$ cat src/rtl/csa.sv
// Carry-select adder with one registered output stage: {cout,sum} = A + B + cin.
// Block 0 ripples from cin; each upper block precomputes both carry-in cases and muxes.
module csa #(
   parameter int WIDTH = 16,
   parameter int BLOCK = 4
) (
   input  logic             clk,
   input  logic             rst,
   input  logic [WIDTH-1:0] A,
   input  logic [WIDTH-1:0] B,
   input  logic             cin,
   output logic [WIDTH-1:0] sum,
   output logic             cout
);

   localparam int NBLK = WIDTH / BLOCK;

   // carry[i] is the resolved carry into block i; carry[NBLK] is the final carry-out
   logic [NBLK:0]      carry;
   logic [WIDTH-1:0]   sum_next;
   logic [WIDTH-1:0]   sum_reg;
   logic               cout_reg;

   assign carry[0] = cin;

   generate
      for (genvar gi = 0; gi < NBLK; gi++) begin : g_blk
         if (gi == 0) begin : g_ripple
            logic [BLOCK:0]   c_chain;
            logic [BLOCK-1:0] s_bits;

            assign c_chain[0] = carry[0];
            for (genvar gj = 0; gj < BLOCK; gj++) begin : g_fa
               logic a_bit, b_bit;
               assign a_bit          = A[gi*BLOCK + gj];
               assign b_bit          = B[gi*BLOCK + gj];
               assign s_bits[gj]     = a_bit ^ b_bit ^ c_chain[gj];
               assign c_chain[gj+1]  = (a_bit & b_bit) | (c_chain[gj] & (a_bit ^ b_bit));
            end
            assign sum_next[gi*BLOCK +: BLOCK] = s_bits;
            assign carry[gi+1]                 = c_chain[BLOCK];
         end else begin : g_select
            logic [BLOCK:0]   c0_chain, c1_chain;
            logic [BLOCK-1:0] s0_bits, s1_bits;

            assign c0_chain[0] = 1'b0;
            assign c1_chain[0] = 1'b1;
            for (genvar gj = 0; gj < BLOCK; gj++) begin : g_fa
               logic a_bit, b_bit;
               assign a_bit          = A[gi*BLOCK + gj];
               assign b_bit          = B[gi*BLOCK + gj];
               assign s0_bits[gj]    = a_bit ^ b_bit ^ c0_chain[gj];
               assign c0_chain[gj+1] = (a_bit & b_bit) | (c0_chain[gj] & (a_bit ^ b_bit));
               assign s1_bits[gj]    = a_bit ^ b_bit ^ c1_chain[gj];
               assign c1_chain[gj+1] = (a_bit & b_bit) | (c1_chain[gj] & (a_bit ^ b_bit));
            end
            assign sum_next[gi*BLOCK +: BLOCK] = carry[gi] ? s1_bits : s0_bits;
            assign carry[gi+1]                 = carry[gi] ? c1_chain[BLOCK] : c0_chain[BLOCK];
         end
      end
   endgenerate

   always_ff @(posedge clk) begin
      if (rst) begin
         sum_reg  <= '0;
         cout_reg <= 1'b0;
      end else begin
         sum_reg  <= sum_next;
         cout_reg <= carry[NBLK];
      end
   end

   assign sum  = sum_reg;
   assign cout = cout_reg;

endmodule

$ cat config.mk
export PLATFORM = sky130hd
export DESIGN_NAME = csa
export DESIGN_NICKNAME = d
export VERILOG_FILES = /design/src/rtl/csa.sv
export SDC_FILE = /design/constraint.sdc
export NUM_CORES = 1
export LEC_CHECK = 0
export CORE_ASPECT_RATIO = 1.25
export CORE_UTILIZATION = 37
export CTS_CLUSTER_DIAMETER = 120
export DETAILED_ROUTE_END_ITERATION = 7
export PLACE_DENSITY = 0.8
export SLEW_MARGIN = 30
export SYNTH_ARGS = -nofsm -noshare
export SYNTH_HDL_FRONTEND = slang
export SYNTH_SLANG_ARGS = --single-unit
$ cat constraint.sdc
create_clock -name clk -period 7.35 [get_ports clk]
set_input_delay 1.47 -clock clk [delete_from_list [all_inputs] [get_ports clk]]
set_output_delay 1.47 -clock clk [all_outputs]
set_load 0.03 [all_outputs]
Yosys cells after proc, flatten, opt, wreduce, memory -nomap -nowiden
Cells that the tools add are included.
W data, S select, Z words.
- register bits after elaboration: 17
- logic and storage cells: 112
- output and inout port bits: 17
- input bits: 35
- bitwise logic cells: 104
- mux-type cells: 6
- operators by type and width (kind ; number):
    $and A1 B1 Y1 ; 38
    $xor A1 B1 Y1 ; 38
    $or A1 B1 Y1 ; 25
    $mux W4 ; 3
    $mux W1 ; 3
    $not A1 Y1 ; 3

Logic depth before layout (Yosys ltp)
- word-level depth: 12
- depth in mapped cells: 22
- depth with buffers taken out: 22

Worst setup path before layout
No wires, ideal clock.
- path type: in2reg
- from: in A[0]
- to: reg sum_reg[15] (netlist: sum[15])
- library setup time: 0.064 ns
- buffers on the path: 0
- data arrival time: 6.468 ns
- stages: 21
- setup slack: 0.818 ns
- required time: 7.286 ns
- cells stage by stage: fa_1 fa_1 fa_1 inv_1 fa_1 mux2i_1 fa_1 fa_1 inv_1 fa_1 o21ai_0 fa_1 fa_1 inv_1 fa_1 mux2i_1 fa_1 fa_1 inv_1 fa_1 nor2_1
- word-level cells in the longest chain between the ends: 12
- elaborated cells between the ends (all ways): 13
- classes of those cells: 3 x mux; 10 x bitwise
- ends and longest elaborated chain (item ; RTL line ; RTL):
    start: declaration ; 9 ; input logic [WIDTH-1:0] A,
    $xor A1 B1 Y1 ; 38 ; assign c_chain[gj+1] = (a_bit & b_bit) | (c_chain[gj] & (a_bit ^ b_bit));
    $and A1 B1 Y1 ; 38 ;
    $or A1 B1 Y1 * ; 38 ;
    $and A1 B1 Y1 * ; 38 ;
    $or A1 B1 Y1 * ; 38 ;
    $and A1 B1 Y1 * ; 38 ;
    $or A1 B1 Y1 * ; 38 ;
    $and A1 B1 Y1 * ; 38 ;
    $or A1 B1 Y1 * ; 38 ;
    $mux W1 * (2 in series) ; 58 ; assign carry[gi+1] = carry[gi] ? c1_chain[BLOCK] : c0_chain[BLOCK];
    $mux W4 * ; 57 ; assign sum_next[gi*BLOCK +: BLOCK] = carry[gi] ? s1_bits : s0_bits;
    end signal: assignment ; 68 ; sum_reg <= sum_next;
    end: declaration ; 21 ; logic [WIDTH-1:0] sum_reg;
Every way passes the cells marked *; elsewhere a longest branch is shown, timed or not.
A chain may end at the register's enable or synchronous reset.

Final worst setup path
Same ends and word-level chain as after synthesis.

==> results.json <==
{
  "status": "completed",
  "synthCells": 81,
  "initial_core_util_pct": 40.4,
  "critPathKind": "primary input to flip-flop",
  "antenna_found_initial": 0,
  "cts_buffers": 3,
  "drive_gt1_share_pct": 7.41,
  "gp_congestion": 0.684,
  "setup_tns_ps": 0,
  "antenna_cells": 0,
  "firstDrtPassIters": 2,
  "grt_util_met2_pct": 23.4,
  "antenna_left": 0,
  "clock_sinks": 17,
  "end_kind": "flip-flop",
  "grt_pass1_wl_um": 2800,
  "postCtsSetupRepairBufs": 0,
  "async_flop_share_pct": 0,
  "fin_ws_ps": 425,
  "die_h_um": 57.8,
  "ys_seq_area_share_pct": 37.0,
  "area_growth_pct": 61.3,
  "vias_per_cell": 4.07,
  "use_met1_pct": 18.4,
  "top_usage_layer": "met2",
  "die_w_um": 46.6,
  "synth_top_flop_cell": "dfxtp_1",
  "grtUsageMet3_pct": 2.80,
  "cts_tree": "yes",
  "dp_slack_ps": 104,
  "htree_levels": 1,
  "place_area_mm2": 0.00146,
  "grt_usage_pct": 15.2,
  "setup_viol": 0,
  "overflow": 0,
  "netlist_top_cells_count": "20 x inv_1, 17 x dfxtp_1, 13 x fa_1",
  "drc_errors": 0,
  "hold_violations": 0,
  "peakVddDrop_v": 0.0000843,
  "finalCriticalPeriod_ps": 6930,
  "relSlewSlack_pct": 64.5,
  "drt_iter0_markers": 2,
  "p_per_area_mw_per_mm2": 173,
  "hold_buffers": 0,
  "cts-resized-gates": 0,
  "coreArea_mm2": 0.00228,
  "grt_pass1_vias": 656,
  "yosysWarnings": 0,
  "synth_edf_count": 0,
  "crit_arrival_ps": 7150,
  "cts_buffer_depth": 2,
  "dieArea_mm2": 0.00269,
  "synth_seq_cells": 17,
  "dp_hpwl_um": 1510,
  "num_vias": 675,
  "max_cap_violations": 0,
  "ys_types": 12,
  "syn_avg_cell_area_um2": 11.4,
  "routed_wl_um": 1790,
  "post_drt_wl_per_cell_um": 10.8,
  "period_share_pct": 94.2,
  "cp-start-kind": "primary input",
  "synth_nets": 135,
  "finalPower_uw": 258,
  "root_buffer": "clkbuf_4",
  "synth_top_area_share_pct": 37.0,
  "required_ps": 7570,
  "max_freq_mhz": 144,
  "drv_slew": 0,
  "netlist_area_um2": 921,
  "cp_max_fo": 3,
  "row_count": 19,
  "utilization_pct": 65.1,
  "leakagePower_nw": 0.677,
  "hold_class": "primary input to flip-flop",
  "worst_slew_pin_slew_ps": 531,
  "numPortBuffers": 51,
  "grt_max_degree": 18,
  "synthMostInstantiatedCell": "inv_1",
  "rsz0062_at_grt": "no",
  "largest_reg_flops": 16,
  "yosys-top-cells-area": "dfxtp_1 37%, fa_1 28%, ha_1 8.2%, inv_1 8.2%, and2b_2 6.7%",
  "io_pins": 52,
  "hold_ws_ps": 1880,
  "fin_area_mm2": 0.00149,
  "dp.cells": 162,
  "clkTransAtPathRegs_ps": 90,
  "instances_no_fill": 166,
  "yosys.area.top_type": "dfxtp_1",
  "nets": 190
}
[final timing paths]
kind  from       to  slack (ps)  cells after the start
min   B[7]   sum[7]        1880                      4
max   A[0]  sum[15]         420                     22
[final cells by class]
class	instances	area (um2)
Clock buffer	4	26.3
Timing Repair Buffer	51	510
Multi-Input combinational cell	43	494
Sequential cell	17	340
Inverter	20	75.1
Tap cell	31	38.8
Fill cell	183	797
[layer usage]
metal | vias to the layer above | wire (um) | part of all wire, %
li1 | 335 | - | -
met1 | 305 | 705 | 39
met2 | 33 | 889 | 50
met3 | 2 | 172 | 9.6
met4 | 0 | 19 | 1.1
met5 | - | 0 | 0
[report_power, final]
part | switching, mW | leakage (nW) | internal (mW)
sequential | 0.00267 | 0.142 | 0.104
combinational | 0.0495 | 0.521 | 0.0526
clock | 0.0275 | 0.0150 | 0.0211
[cell families (layout without fill, tap and decap cells)]
group	Yosys count	in the layout	synth area share (%)
xor+xnor	3	3	2.85
compound gates	1	1	0.543
buf+inv	21	75	9.37
fa+ha+maj	19	19	36.4
mux	2	2	2.17
flops	17	17	37.0
simple gates	18	18	11.7
[cells in the final DEF (no fill, tap or decap)]
master,n
and2b_2,7
clkbuf_1,1
clkbuf_4,3
clkdlybuf4s50_1,51
dfxtp_1,17
fa_1,13
ha_1,6
inv_1,20
mux2i_1,2
nand2_1,1
nor2_1,8
nor2b_1,2
o21ai_0,1
xor2_1,3
[critical path, cell delays in order]
cell and delay, ps:
clkdlybuf4s50_1 430, fa_1 450, fa_1 400, fa_1 360, inv_1 80, fa_1 220, mux2i_1 100, fa_1 380
fa_1 360, inv_1 70, fa_1 210, o21ai_0 120, fa_1 390, fa_1 370, inv_1 70, fa_1 220
mux2i_1 120, fa_1 390, fa_1 360, inv_1 80, fa_1 410, nor2_1 100
(Power assumes the default switching activity.)
